**config.mk**
```make
export PLATFORM = sky130hd
export DESIGN_NAME = noc_output_port_arbiter_flat
export DESIGN_NICKNAME = d
export VERILOG_FILES = /design/src/rtl/noc_output_port_arbiter_if.sv /design/src/rtl/noc_output_port_arbiter.sv /design/src/flat_wrapper.sv
export SDC_FILE = /design/constraint.sdc
export NUM_CORES = 1
export LEC_CHECK = 0
export ABC_CLOCK_PERIOD_IN_PS = 10000
export CAP_MARGIN = 20
export CORE_ASPECT_RATIO = 1.75
export CORE_MARGIN = 1
export CORE_UTILIZATION = 42
export CTS_BUF_LIST = sky130_fd_sc_hd__clkbuf_8
export DETAILED_ROUTE_END_ITERATION = 16
export SLEW_MARGIN = 40
export SYNTH_ARGS = -nofsm -noshare
export SYNTH_HDL_FRONTEND = slang
export SYNTH_SLANG_ARGS = --single-unit
```
**constraint.sdc**
```tcl
create_clock -name clk_noc -period 10 [get_ports clk_noc]
set_input_delay 3 -clock clk_noc [delete_from_list [all_inputs] [get_ports clk_noc]]
set_output_delay 3 -clock clk_noc [all_outputs]
set_load 0.02 [all_outputs]
```
**src/rtl/noc_output_port_arbiter_if.sv**
```systemverilog
// Router-side bundle for one output-port arbiter: input requests in, grant and link outputs back.
// The arbiter uses the slave modport; the input buffers and link logic use the master modport.
interface noc_output_port_arbiter_if #(
  parameter int unsigned NUM_INPUTS        = 5,
  parameter int unsigned FLIT_BUFFER_DEPTH = 8
);
  localparam int unsigned CREDIT_WIDTH = $clog2(FLIT_BUFFER_DEPTH + 1);
  localparam int unsigned SEL_WIDTH    = $clog2(NUM_INPUTS);

  logic [NUM_INPUTS-1:0]   req;
  logic [NUM_INPUTS-1:0]   req_is_tail;
  logic [NUM_INPUTS-1:0]   turn_disable;
  logic [NUM_INPUTS-1:0]   grant;
  logic [SEL_WIDTH-1:0]    sel_out;
  logic                    send_out;
  logic                    is_tail_out;
  logic                    credit_in;
  logic [CREDIT_WIDTH-1:0] credits;
  logic                    locked;
  logic                    credit_err;

  modport master (
    output req, req_is_tail, turn_disable, credit_in,
    input  grant, sel_out, send_out, is_tail_out, credits, locked, credit_err
  );

  modport slave (
    input  req, req_is_tail, turn_disable, credit_in,
    output grant, sel_out, send_out, is_tail_out, credits, locked, credit_err
  );
endinterface

```
**src/rtl/noc_output_port_arbiter.sv**
```systemverilog
// Wormhole output-port arbiter: packet-granular round-robin with downstream credit tracking.
// Define NOC_ARB_STATS_EN to add the saturating flit_count / stall_count statistics ports.
module noc_output_port_arbiter #(
  parameter int unsigned NUM_INPUTS        = 5,
  parameter int unsigned FLIT_BUFFER_DEPTH = 8
) (
  input logic                      clk_noc,
  input logic                      rst_noc_sync,
  noc_output_port_arbiter_if.slave bus
`ifdef NOC_ARB_STATS_EN
  ,
  output logic [31:0]              flit_count,
  output logic [31:0]              stall_count
`endif
);
  localparam int unsigned CREDIT_WIDTH = $clog2(FLIT_BUFFER_DEPTH + 1);
  localparam int unsigned SEL_WIDTH    = $clog2(NUM_INPUTS);
  localparam logic [CREDIT_WIDTH-1:0] MaxCredits = CREDIT_WIDTH'(FLIT_BUFFER_DEPTH);
  localparam logic [SEL_WIDTH-1:0]    LastIdx    = SEL_WIDTH'(NUM_INPUTS - 1);

  typedef enum logic [0:0] {StIdle, StLocked} state_e;

  state_e                  state_q, state_d;
  logic [SEL_WIDTH-1:0]    rr_q, rr_d, owner_q, owner_d, win, cand, sel_q;
  logic [CREDIT_WIDTH-1:0] credits_q, credits_d;
  logic [NUM_INPUTS-1:0]   eligible, grant;
  logic                    has_credit, any_grant, found, credit_err_q, send_q, tail_q;

  function automatic logic [SEL_WIDTH-1:0] wrap_inc(input logic [SEL_WIDTH-1:0] idx);
    return (idx == LastIdx) ? '0 : idx + SEL_WIDTH'(1);
  endfunction

  assign eligible   = bus.req & ~bus.turn_disable;
  assign has_credit = (credits_q != '0);

  always_comb begin
    state_d = state_q;
    rr_d    = rr_q;
    owner_d = owner_q;
    grant   = '0;
    win     = '0;
    cand    = '0;
    found   = 1'b0;
    unique case (state_q)
      StIdle: begin
        for (int unsigned k = 0; k < NUM_INPUTS; k++) begin
          cand = SEL_WIDTH'((32'(rr_q) + k) % NUM_INPUTS);
          if (!found && eligible[cand]) begin
            found = 1'b1;
            win   = cand;
          end
        end
        if (found && has_credit && !rst_noc_sync) begin
          grant[win] = 1'b1;
          if (bus.req_is_tail[win]) begin
            rr_d = wrap_inc(win);
          end else begin
            state_d = StLocked;
            owner_d = win;
          end
        end
      end
      StLocked: begin
        // Owner keeps the link until its tail; turn_disable was already checked at packet start.
        win = owner_q;
        if (bus.req[owner_q] && has_credit && !rst_noc_sync) begin
          grant[win] = 1'b1;
          if (bus.req_is_tail[win]) begin
            state_d = StIdle;
            rr_d    = wrap_inc(owner_q);
          end
        end
      end
      default: state_d = StIdle;
    endcase
  end

  assign any_grant = |grant;

  always_comb begin
    credits_d = credits_q;
    unique case ({any_grant, bus.credit_in})
      2'b10:   credits_d = credits_q - CREDIT_WIDTH'(1);
      2'b01:   if (credits_q != MaxCredits) credits_d = credits_q + CREDIT_WIDTH'(1);
      default: credits_d = credits_q;
    endcase
  end

  always_ff @(posedge clk_noc) begin
    if (rst_noc_sync) begin
      state_q      <= StIdle;
      rr_q         <= '0;
      owner_q      <= '0;
      credits_q    <= MaxCredits;
      credit_err_q <= 1'b0;
      send_q       <= 1'b0;
      sel_q        <= '0;
      tail_q       <= 1'b0;
    end else begin
      state_q      <= state_d;
      rr_q         <= rr_d;
      owner_q      <= owner_d;
      credits_q    <= credits_d;
      credit_err_q <= credit_err_q | (bus.credit_in && (credits_q == MaxCredits));
      send_q       <= any_grant;
      sel_q        <= any_grant ? win : '0;
      tail_q       <= any_grant & bus.req_is_tail[win];
    end
  end

  assign bus.grant       = grant;
  assign bus.send_out    = send_q;
  assign bus.sel_out     = sel_q;
  assign bus.is_tail_out = tail_q;
  assign bus.credits     = credits_q;
  assign bus.locked      = (state_q == StLocked);
  assign bus.credit_err  = credit_err_q;

`ifdef NOC_ARB_STATS_EN
  logic [31:0] flit_q, stall_q;
  logic        stall_req;

  assign stall_req = (state_q == StIdle) ? |eligible : bus.req[owner_q];

  always_ff @(posedge clk_noc) begin
    if (rst_noc_sync) begin
      flit_q  <= '0;
      stall_q <= '0;
    end else begin
      if (any_grant && (flit_q != '1)) flit_q <= flit_q + 32'd1;
      if (stall_req && !has_credit && (stall_q != '1)) stall_q <= stall_q + 32'd1;
    end
  end

  assign flit_count  = flit_q;
  assign stall_count = stall_q;
`endif
endmodule
```
**src/flat_wrapper.sv**
```systemverilog
// flat-port wrapper written by rule: the top's interface ports become plain ports
module noc_output_port_arbiter_flat 
#(
  parameter int unsigned NUM_INPUTS        = 5,
  parameter int unsigned FLIT_BUFFER_DEPTH = 8
)
  (clk_noc, rst_noc_sync, bus_req, bus_req_is_tail, bus_turn_disable, bus_credit_in, bus_grant, bus_sel_out, bus_send_out, bus_is_tail_out, bus_credits, bus_locked, bus_credit_err);
  noc_output_port_arbiter_if #(.NUM_INPUTS(NUM_INPUTS), .FLIT_BUFFER_DEPTH(FLIT_BUFFER_DEPTH)) bus_i ();
  input logic clk_noc;
  input logic rst_noc_sync;
  input wire logic [$bits(bus_i.req)-1:0] bus_req;
  input wire logic [$bits(bus_i.req_is_tail)-1:0] bus_req_is_tail;
  input wire logic [$bits(bus_i.turn_disable)-1:0] bus_turn_disable;
  input wire logic [$bits(bus_i.credit_in)-1:0] bus_credit_in;
  output wire logic [$bits(bus_i.grant)-1:0] bus_grant;
  output wire logic [$bits(bus_i.sel_out)-1:0] bus_sel_out;
  output wire logic [$bits(bus_i.send_out)-1:0] bus_send_out;
  output wire logic [$bits(bus_i.is_tail_out)-1:0] bus_is_tail_out;
  output wire logic [$bits(bus_i.credits)-1:0] bus_credits;
  output wire logic [$bits(bus_i.locked)-1:0] bus_locked;
  output wire logic [$bits(bus_i.credit_err)-1:0] bus_credit_err;
  assign bus_i.req = bus_req;
  assign bus_i.req_is_tail = bus_req_is_tail;
  assign bus_i.turn_disable = bus_turn_disable;
  assign bus_i.credit_in = bus_credit_in;
  assign bus_grant = bus_i.grant;
  assign bus_sel_out = bus_i.sel_out;
  assign bus_send_out = bus_i.send_out;
  assign bus_is_tail_out = bus_i.is_tail_out;
  assign bus_credits = bus_i.credits;
  assign bus_locked = bus_i.locked;
  assign bus_credit_err = bus_i.credit_err;
  noc_output_port_arbiter #(.NUM_INPUTS(NUM_INPUTS), .FLIT_BUFFER_DEPTH(FLIT_BUFFER_DEPTH)) u_core (.clk_noc(clk_noc), .rst_noc_sync(rst_noc_sync), .bus(bus_i));
endmodule
```
== Yosys cells after proc, flatten, opt, wreduce, memory -nomap -nowiden ==
Cells that the tools add are included.

* Bits in registers: 17
* Output and inout bits: 16
* Word-level logic and storage cells: 128

* Reductions and logical operators: 23
* Mux-type cells: 56
* Div/mod/pow operators: 5
* Bitwise gates (word level): 7
* Magnitude comparators: 10
* Eq/ne operators: 11
* $add $sub $neg: 8

{| class="wikitable"
|+ Operators with widths
! cell !! number
|-
| 32-bit by 3-bit modulo with 32-bit output, second input constant || 4
|-
| 3-bit 2-to-1 mux || 12
|-
| 3-bit by 4-bit less-than comparator with 1-bit output, second input constant || 8
|-
| 3-bit by 3-bit modulo with 32-bit output, second input constant || 1
|-
| 1-bit binary-select mux with 3-bit select || 9
|-
| 1-bit 2-to-1 mux || 25
|-
| 3-bit case mux with 2 select lines || 2
|-
| 1-bit logical AND || 11
|-
| 5-bit 2-to-1 mux || 2
|-
| 5-bit case mux with 2 select lines || 1
|-
| 3-bit by 2-bit adder with 4-bit output, second input constant || 2
|-
| 4-bit case mux with 2 select lines || 1
|-
| 3-bit by 1-bit adder with 3-bit output, second input constant || 2
|-
| 1-bit demux with 3-bit select || 2
|-
| 3-bit equality test, second input constant || 2
|-
| 3-bit by 1-bit >= comparator with 1-bit output, second input constant || 2
|-
| 2-bit by 1-bit inequality test with 1-bit output, second input constant || 3
|-
| 5-bit bitwise AND || 1
|-
| 1-bit zero test || 5
|-
| 5-bit inverter || 1
|-
| 5-bit OR reduction || 1
|-
| 3-bit by 1-bit adder with 4-bit output, second input constant || 1
|-
| 3-bit by 3-bit adder with 4-bit output, second input constant || 1
|-
| 4-bit by 1-bit adder with 4-bit output, second input constant || 1
|-
| other kinds (17) || 20
|}

== Logic depth before layout (Yosys ltp) ==
Gate-level depths: netlist of run 1.

* Depth in word-level cells: 32
* Depth in mapped cells: 27
* Mapped depth without buffers: 25

== Least setup slack after synthesis of run 1 ==
Ideal clock, no wire load.

* Kind: in2out
* Start: input bus_turn_disable[2]
* End: output bus_grant[1]
* Data required time: 7,000 ps
* Arrival time: 5,680 ps
* Path slack: 1,320 ps
* Stages on the path: 11
* Cell sequence: nand2b_1 clkbuf_1 o21ai_0 mux4_2 a22oi_2 o311ai_4 o21a_1 or2_2 inv_1 nand2_1 o31ai_1

* Cells in the longest elaborated chain, start to end: 28
* Elaborated cells between the ends (all ways): 45
* Those cells by class: 2 x order compare; 30 x mux; 2 x bitwise; 11 x reduce/logical

{| class="wikitable"
|+ RTL lines
! element !! line !! text
|-
| start: declaration || flat_wrapper.sv:13 || <nowiki>input wire logic [$bits(bus_i.turn_disable)-1:0] bus_turn_disable;</nowiki>
|-
| 5-bit inverter (*) || noc_output_port_arbiter.sv:33 || <nowiki>assign eligible = bus.req & ~bus.turn_disable;</nowiki>
|-
| 5-bit bitwise AND (*) || noc_output_port_arbiter.sv:33 ||
|-
| 1-bit binary-select mux with 3-bit select || noc_output_port_arbiter.sv:48 || <nowiki>if (!found && eligible[cand]) begin</nowiki>
|-
| 1-bit 2-to-1 mux (implied by the code) || noc_output_port_arbiter.sv:48 ||
|-
| 1-bit 2-to-1 mux || noc_output_port_arbiter.sv:48 ||
|-
| 1-bit 2-to-1 mux || noc_output_port_arbiter.sv:44 || <nowiki>unique case (state_q)</nowiki>
|-
| 1-bit zero test || noc_output_port_arbiter.sv:48 ||
|-
| 1-bit logical AND || noc_output_port_arbiter.sv:48 ||
|-
| (+12 left out) || -- ||
|-
| 3-bit 2-to-1 mux || noc_output_port_arbiter.sv:48 ||
|-
| 3-bit 2-to-1 mux || noc_output_port_arbiter.sv:44 ||
|-
| 3-bit by 4-bit less-than comparator with 1-bit output (implied by the code) or 3-bit by 1-bit >= comparator with 1-bit output (tied branches) || noc_output_port_arbiter.sv:54 || <nowiki>grant[win] = 1'b1;</nowiki>
|-
| 1-bit logical AND (implied by the code) || noc_output_port_arbiter.sv:54 ||
|-
| 1-bit 2-to-1 mux (implied by the code) || noc_output_port_arbiter.sv:54 ||
|-
| 1-bit demux with 3-bit select || -- ||
|-
| 5-bit 2-to-1 mux (*) || noc_output_port_arbiter.sv:53 || <nowiki>if (found && has_credit && !rst_noc_sync) begin</nowiki>
|-
| 5-bit case mux with 2 select lines (*) || noc_output_port_arbiter.sv:44 ||
|-
| end: declaration || flat_wrapper.sv:15 || <nowiki>output wire logic [$bits(bus_i.grant)-1:0] bus_grant;</nowiki>
|}

Every way passes the cells marked *; elsewhere a longest branch is shown, timed or not. The select of a mux whose other input is x is not followed.

== Worst setup path after layout of run 1 ==
* Start: input bus_req[0]
* End: output bus_grant[2]

* Cells in the longest elaborated chain, start to end: 27
* Elaborated cells between the ends (all ways): 49
* Those cells by class: 2 x order compare; 33 x mux; 1 x bitwise; 13 x reduce/logical

{| class="wikitable"
|+ RTL lines
! element !! line !! text
|-
| start: declaration || flat_wrapper.sv:11 || <nowiki>input wire logic [$bits(bus_i.req)-1:0] bus_req;</nowiki>
|-
| 5-bit bitwise AND || noc_output_port_arbiter.sv:33 ||
|-
| 1-bit binary-select mux with 3-bit select || noc_output_port_arbiter.sv:48 ||
|-
| 1-bit 2-to-1 mux (implied by the code) || noc_output_port_arbiter.sv:48 ||
|-
| 1-bit 2-to-1 mux || noc_output_port_arbiter.sv:48 ||
|-
| 1-bit 2-to-1 mux || noc_output_port_arbiter.sv:44 ||
|-
| 1-bit zero test || noc_output_port_arbiter.sv:48 ||
|-
| 1-bit logical AND || noc_output_port_arbiter.sv:48 ||
|-
| 1-bit 2-to-1 mux || noc_output_port_arbiter.sv:48 ||
|-
| (+11 left out) || -- ||
|-
| 3-bit 2-to-1 mux || noc_output_port_arbiter.sv:48 ||
|-
| 3-bit 2-to-1 mux || noc_output_port_arbiter.sv:44 ||
|-
| 3-bit by 4-bit less-than comparator with 1-bit output (implied by the code) or 3-bit by 1-bit >= comparator with 1-bit output (tied branches) || noc_output_port_arbiter.sv:54 ||
|-
| 1-bit logical AND (implied by the code) || noc_output_port_arbiter.sv:54 ||
|-
| 1-bit 2-to-1 mux (implied by the code) || noc_output_port_arbiter.sv:54 ||
|-
| 1-bit demux with 3-bit select || -- ||
|-
| 5-bit 2-to-1 mux || noc_output_port_arbiter.sv:53 ||
|-
| 5-bit case mux with 2 select lines (*) || noc_output_port_arbiter.sv:44 ||
|}

Marks and branches as above.

==> results of run 1 <==
==> state kept, by name, indices dropped and copies added (netlist names) <==
register                count
u_core.bus.sel_out          3
u_core.bus.credits          4
u_core.bus.credit_err       1
u_core.bus.is_tail_out      1
u_core.rr_q                 3
u_core.owner_q              3
u_core.bus.send_out         1
u_core.bus.locked           1
==> worst max-delay path, cell delays in order <==
cell and delay [ns]:
clkdlybuf4s50_1 0.43, nor2b_1 0.23, nand2_1 0.09, o21ai_0 0.10
mux4_2 0.50, a22oi_2 0.32, o311ai_4 0.20, or3_1 0.43
a2bb2o_4 0.23, or2_2 0.14, inv_1 0.09, nor2_2 0.18
nand2_1 0.07, o21ai_0 0.08, clkdlybuf4s50_1 0.63
==> per-layer routing <==
metal	GRT usage	vias up	share of wire	wire length (µm)
li1	-	1569	-	-
met1	0.255	1458	0.37	3330
met2	0.462	95	0.54	4780
met3	0.00689	42	0.026	228
met4	0.155	0	0.061	546
met5	0	-	0	0
==> synth_stat cells (3+ instances only) <==
cell type	instances
nor3_1	8
nand2b_1	12
a21o_1	7
a211o_1	3
ha_1	24
dfxtp_1	17
clkbuf_1	13
and2_1	9
a21oi_1	30
a211oi_1	6
a31oi_1	4
or3_1	4
o211ai_1	4
a21boi_0	3
nand2_1	34
nor4_1	5
nor2b_1	14
xnor2_1	8
mux2i_1	20
o21a_1	5
nor2_1	32
o31ai_1	3
o21ai_0	30
or2_2	5
nand3_1	11
o22ai_1	4
a221oi_1	3
inv_1	23
==> layout make-up <==
| type | count | share of cell area |
|---|---|---|
| Multi-Input combinational cell | 348 | 0.721 |
| Timing Repair Buffer | 41 | 0.110 |
| Sequential cell | 17 | 0.0962 |
| Tap cell | 86 | 0.0304 |
| Inverter | 25 | 0.0279 |
| Clock buffer | 3 | 0.0117 |
| Clock inverter | 1 | 0.00212 |
==> where the power goes <==
part	total [mW]	internal, mW	switching, mW
Sequential	0.129	0.0923	0.0363
Clock	0.0556	0.0282	0.0274
Combinational	1.04	0.440	0.602
==> cell families (layout without fill, tap and decap cells) <==
| kind of cell | Yosys count | count (layout) | share of synthesized area |
|---|---|---|---|
| compound gates | 139 | 139 | 0.332 |
| mux | 28 | 28 | 0.111 |
| fa+ha+maj | 25 | 25 | 0.104 |
| flops | 17 | 17 | 0.110 |
| simple gates | 146 | 146 | 0.247 |
| xor+xnor | 10 | 10 | 0.0308 |
| buf+inv | 45 | 70 | 0.0656 |
==> how the worst max path moves through the flow <==
| stage | from | end | depth (start not counted) |
|---|---|---|---|
| after floorplan | bus_turn_disable[2] | bus_grant[1] | 11 |
| after global placement | bus_req[0] | bus_grant[2] | 15 |
| after detailed placement | bus_req[1] | bus_grant[2] | 15 |
| after CTS | bus_req[1] | bus_grant[2] | 15 |
| after global routing | bus_req[0] | bus_grant[2] | 15 |
| final | bus_req[0] | bus_grant[2] | 15 |
==> timing repair <==
item                       CTS  global route
gates resized for setup      0             2
hold endpoints to repair     0             0
setup endpoints to repair    0             2
hold buffers                 0             0
==> key figures, run 1 <==
Outcome
  – Run status: completed

Synthesis
  – EDFF count, synth: 0
  – Post-synth top area share: 0.110
  – Synth Area per Inst: 7.54 µm²
  – Synth area leader: dfxtp_1
  – Synthesized area: 0.00309 mm²
  – Share of async-settable or async-resettable flops after synthesis: 0
  – Synth top area cells: dfxtp_1 11%, ha_1 9.7%, mux2i_1 6.5%, a21oi_1 4.9%, o21ai_0 4.9%
  – Count of cell types in the netlist: a little under 80
  – Main synth FF type: dfxtp_1
  – #FFs+latches synth: 17
  – Sequential share of the synthesized area: 0.110
  – Net count after synthesis: between 400 and 500
  – Synth Instances: between 400 and 500
  – Yosys warning count: 0

Cells and area
  – Post-route design area: ~0.0035 mm²
  – Cell Count, Final, Fillers Out: roughly 520
  – Most frequent cells in the layout: 34 x nand2_1, 33 x clkdlybuf4s50_1, 31 x nor2_1
  – Share of layout cells above drive strength 1: 0.101
  – Multi-input gate area: around 0.0026 mm²
  – Inserted Diodes: 0
  – Layout area overhead: 14.5%
  – Register Area: roughly 340 µm²
  – Final #Nets: between 400 and 500
  – Layout fillers: 752
  – Most common cell after layout, fill and taps aside: nand2_1
  – Utilization after layout: 0.493

Pwr
  – Pwr/cell area: between 300 and 400 mW/mm²
  – Max VDD drop: 0.286 mV
  – Pleak: between 1 and 1.5 nW
  – Power Total: 1.23 mW

Timing
  – Hold WS: slightly below 0.5 ns
  – RSZ-0062 raised after global routing: false
  – Post-route setup slack: approximately 0.27 ns
  – Final Max Tran Viols: 0
  – Post-route setup TNS: 0 ns
  – Period utilization: 0.973
  – Achievable Freq: approximately 100 MHz
  – Layout Skew: approximately 0.006 ns
  – Final hold viol count: 0
  – Minimum clock period: ~9.7 ns
  – Relative slew slack: 0.556
  – Pin slew with the least headroom to its limit: around 0.66 ns
  – Final setup vio count: 0

Floorplan
  – Die area: just under 0.008 mm²
  – Die Ht: 115 µm
  – Row count: between 40 and 50
  – Die width: 66.8 µm
  – Core ar.: 0.00718 mm²
  – Initial Util: 0.430
  – Ports: 34

CTS
  – Htree depth: 1
  – Post-CTS setup buffers: 0
  – Root Buffer: clkbuf_8
  – Clk Latency, worst-skew pair: 0.27 ns
  – Clock transition at path regs: 0.07 ns
  – CTS tree: done
  – Clk sinks: 17
  – CTS Buf Count: 3
  – Max Root-Sink Buffers: 2

Critical path
  – CP startpoint kind: primary input
  – Crit Reg-Reg Startpoint: u_core.rr_q[1]
  – Critical Path AT: around 6.7 ns
  – Worst EP required: around 7 ns
  – Crit Path Class: in -> out
  – R2R Setup Slk: 3.70 ns
  – Endpoint class of the critical path: output port
  – R2R Path End: u_core.bus.credits[3]
  – Worst-path fanout max: 7
  – Reg2reg path depth: 26

Drt
  – Post-route DRC: 0
  – First-pass DRT Iterations: 4
  – Initial DRC Count: roughly 180
  – Via count: between 3k and 4k
  – Total Routed Length: 8880 µm
  – Final ANT Viol Nets: 0
  – Per-cell routed wire length: about 17 µm
  – Post-DR vias/cell: between 6 and 7

GRT
  – Total grt overflow: 0
  – GR Util All Layers: 0.244
  – Vias in the first global route: approximately 3.1k
  – Initial antenna violation count: 0
  – First-pass GRT wire length: 14,400 µm
  – Largest net degree at the start of global routing: 36

Min path
  – Hold WC Path Type: reg -> reg
  – WHS Endpoint: u_core.bus.credit_err
  – Hold Path Depth: 2
  – Min-delay src: u_core.bus.credit_err

Place
  – Post-DP HPWL: about 7200 µm
  – Placer congestion estimate: 0.917
  – Placed cell count: between 500 and 600
  – Place WS: approximately 0.28 ns
  – Port buffer count: 33
  – Placed cell areas: roughly 0.0035 mm²

Run
  – # Max-Cap Violations: 0
Power figures use the tool's default switching activity.
==> inputs of run 2 (changes only) <==
CTS_BUF_LIST = default   (was sky130_fd_sc_hd__clkbuf_8)
PLACE_DENSITY = 0.68   (was default)
==> run 2 against run 1 <==
Die area unchanged. Clock power up 56%. Worst hold slack worse by 0.012 ns. Routed wire length down 2.1%. Non-clock buffer count down 1. Sequential share of layout area down 0.064 points. Combinational power about the same. Critical path depth unchanged. Count of clock-buffer cells in the layout unchanged.
==> key figures, run 2 (synthesis results as in run 1) <==
Outcome
  – Run status: completed

Min path
  – Hold WC Path Type: reg -> reg

GRT
  – Initial antenna violation count: 0 (unchanged)
  – GR Util All Layers: 0.240 (-0.00454)
  – Total grt overflow: 0 (unchanged)
  – Vias in the first global route: 3,082 (+0.26%)
  – Largest net degree at the start of global routing: 36 (unchanged)
  – First-pass GRT wire length: 14,300 µm (-0.67%)

Cells and area
  – Post-route design area: 0.00356 mm² (+0.67%)
  – Final #Nets: 478 (-0.21%)
  – Layout fillers: 725 (-3.6%)
  – Most frequent cells in the layout: 34 x nand2_1, 33 x clkdlybuf4s50_1, 31 x nor2_1
  – Layout area overhead: 15.3%
  – Most common cell after layout, fill and taps aside: nand2_1
  – Max FFs per register: 4 (unchanged)
  – Share of layout cells above drive strength 1: 0.0968 (-0.00438)
  – Inserted Diodes: 0 (unchanged)

Timing
  – Layout Skew: 0.00186 ns (-0.00424 ns)
  – Final hold viol count: 0 (unchanged)
  – Relative slew slack: 0.551 (-0.00475)
  – Post-route setup TNS: 0 ns (unchanged)
  – Achievable Freq: 103 MHz (about the same)
  – Minimum clock period: 9.73 ns (-0.000445 ns)
  – Final setup vio count: 0 (unchanged)
  – Pin slew with the least headroom to its limit: 0.669 ns (+0.00708 ns)
  – Final Max Tran Viols: 0 (unchanged)
  – Period utilization: 0.973 (about the same)
  – RSZ-0062 raised after global routing: false

Floorplan
  – Core ar.: 0.00718 mm² (unchanged)
  – Ports: 34 (unchanged)
  – Die Ht: 115 µm (unchanged)
  – Row count: 41 (unchanged)
  – Die area: 0.00772 mm² (unchanged)
  – Die width: 66.8 µm (unchanged)
  – Initial Util: 0.430 (unchanged)

Critical path
  – Crit Path Class: in -> out
  – Critical Path AT: 6.73 ns (about the same)
  – Worst-path fanout max: 8 (+1)
  – Critical Path Max Stage Delay: 0.63 ns (about the same)
  – Endpoint class of the critical path: output port
  – Critical path cell sequence: clkdlybuf4s50_1 > nor2b_1 > nand2_1 > o21ai_0 > mux4_2 > a22oi_2 > o311ai_4 > or3_1 > a2bb2o_4 > or2_2 > inv_1 > nor2_2 > nand2_1 > o21ai_0 > clkdlybuf4s50_1
  – CP startpoint kind: primary input
  – R2R Setup Slk: 3.72 ns (+0.02 ns)
  – Worst EP required: 7.00 ns (about the same)
  – Max stage delay cell, worst path: clkdlybuf4s50_1

CTS
  – Clk Latency, worst-skew pair: 0.26 ns (about the same)
  – CTS Buf Count: 3 (unchanged)
  – Root Buffer: clkbuf_16
  – Max Root-Sink Buffers: 2 (unchanged)
  – Clk sinks: 17 (unchanged)
  – Htree depth: 1 (unchanged)
  – Post-CTS setup buffers: 0 (unchanged)
  – Clock transition at path regs: 0.06 ns (about the same)
  – CTS resizes: 0 (unchanged)
  – CTS Hold Bufs: 0 (unchanged)
  – CTS tree: done

Drt
  – Post-route DRC: 0 (unchanged)
  – First-pass DRT Iterations: 5 (+1)
  – Total Routed Length: 8700 µm (-2.1%)
  – Post-DR vias/cell: 6.09 (+0.22%)
  – Per-cell routed wire length: 16.7 µm (-1.9%)
  – Initial DRC Count: 196 (+7.1%)
  – Via count: 3,165 (+0.032%)
  – Final ANT Viol Nets: 0 (unchanged)

Place
  – Placed cell areas: 0.00348 mm² (-0.22%)
  – Post-DP HPWL: 6900 µm (-4.1%)
  – Port buffer count: 33 (unchanged)
  – Placer congestion estimate: 0.916 (-0.15%)

Run
  – # Max-Cap Violations: 0 (unchanged)

Pwr
  – Pleak: 1.45 nW (+0.64%)
  – Max VDD drop: 0.325 mV (+14%)
  – Pwr/cell area: 350 mW/mm² (+0.91%)
  – Power Total: 1.25 mW (+1.6%)
==> run 2: cell type report <==
type                            instances  area, µm²  share of cell area
Sequential cell                        17        340              0.0955
Multi-Input combinational cell        348       2550               0.716
Tap cell                               86        108              0.0302
Clock buffer                            3       75.1              0.0211
Clock inverter                          1       7.51             0.00211
Inverter                               25       98.8              0.0277
Timing Repair Buffer                   40        383               0.107
==> run 2: per-layer routing <==
metal  wire [µm]  vias to the layer above  track usage
li1            -                     1570            -
met1        3290                     1471        0.247
met2        4760                       92        0.457
met3         242                       32       0.0148
met4         408                        0        0.139
met5           0                        -            0
==> run 2: path summary, 6_finish.rpt <==
kind,startpoint,end,cells after the start
max,bus_req[1],bus_grant[2],15
min,u_core.bus.credit_err,u_core.bus.credit_err,2
max reg2reg,u_core.rr_q[1],u_core.bus.credits[3],26
min reg2reg,u_core.bus.credit_err,u_core.bus.credit_err,2
==> run 2: power breakdown <==
group          internal, mW  total, mW  leakage, nW  switching [mW]
clock                0.0542     0.0868       0.0371          0.0326
combinational         0.439       1.03         1.27           0.592
sequential           0.0923      0.128        0.140          0.0353
total                 0.585       1.25         1.45           0.660
==> run 2: stage by stage <==
step / setup WS (ns) / cells / utilization / hold slack, ns
2_1_floorplan: 1.32 / 410 / - / 0.570
3_3_place_gp: 0.348 / 516 / 0.484 / 0.459
3_5_place_dp: 0.278 / 516 / 0.484 / 0.464
4_1_cts: 0.256 / 520 / 0.496 / 0.475
5_1_grt: 0.0594 / 520 / 0.496 / 0.506
6_report: 0.275 / 520 / 0.496 / 0.473
==> run 2: worst max-delay path, delay by kind of cell <==
family	cells	cell delay (ns)
AND/OR/NAND/NOR	6	1.13
multiplexers	1	0.50
buffers and inverters	3	1.13
AO/OA/AOI/OAI	5	0.97
==> inputs of run 3 (changes only) <==
GPL_ROUTABILITY_DRIVEN = 1   (was default)
==> results of run 3 <==
Final layout, timing and power as in run 2 (identical DEF).
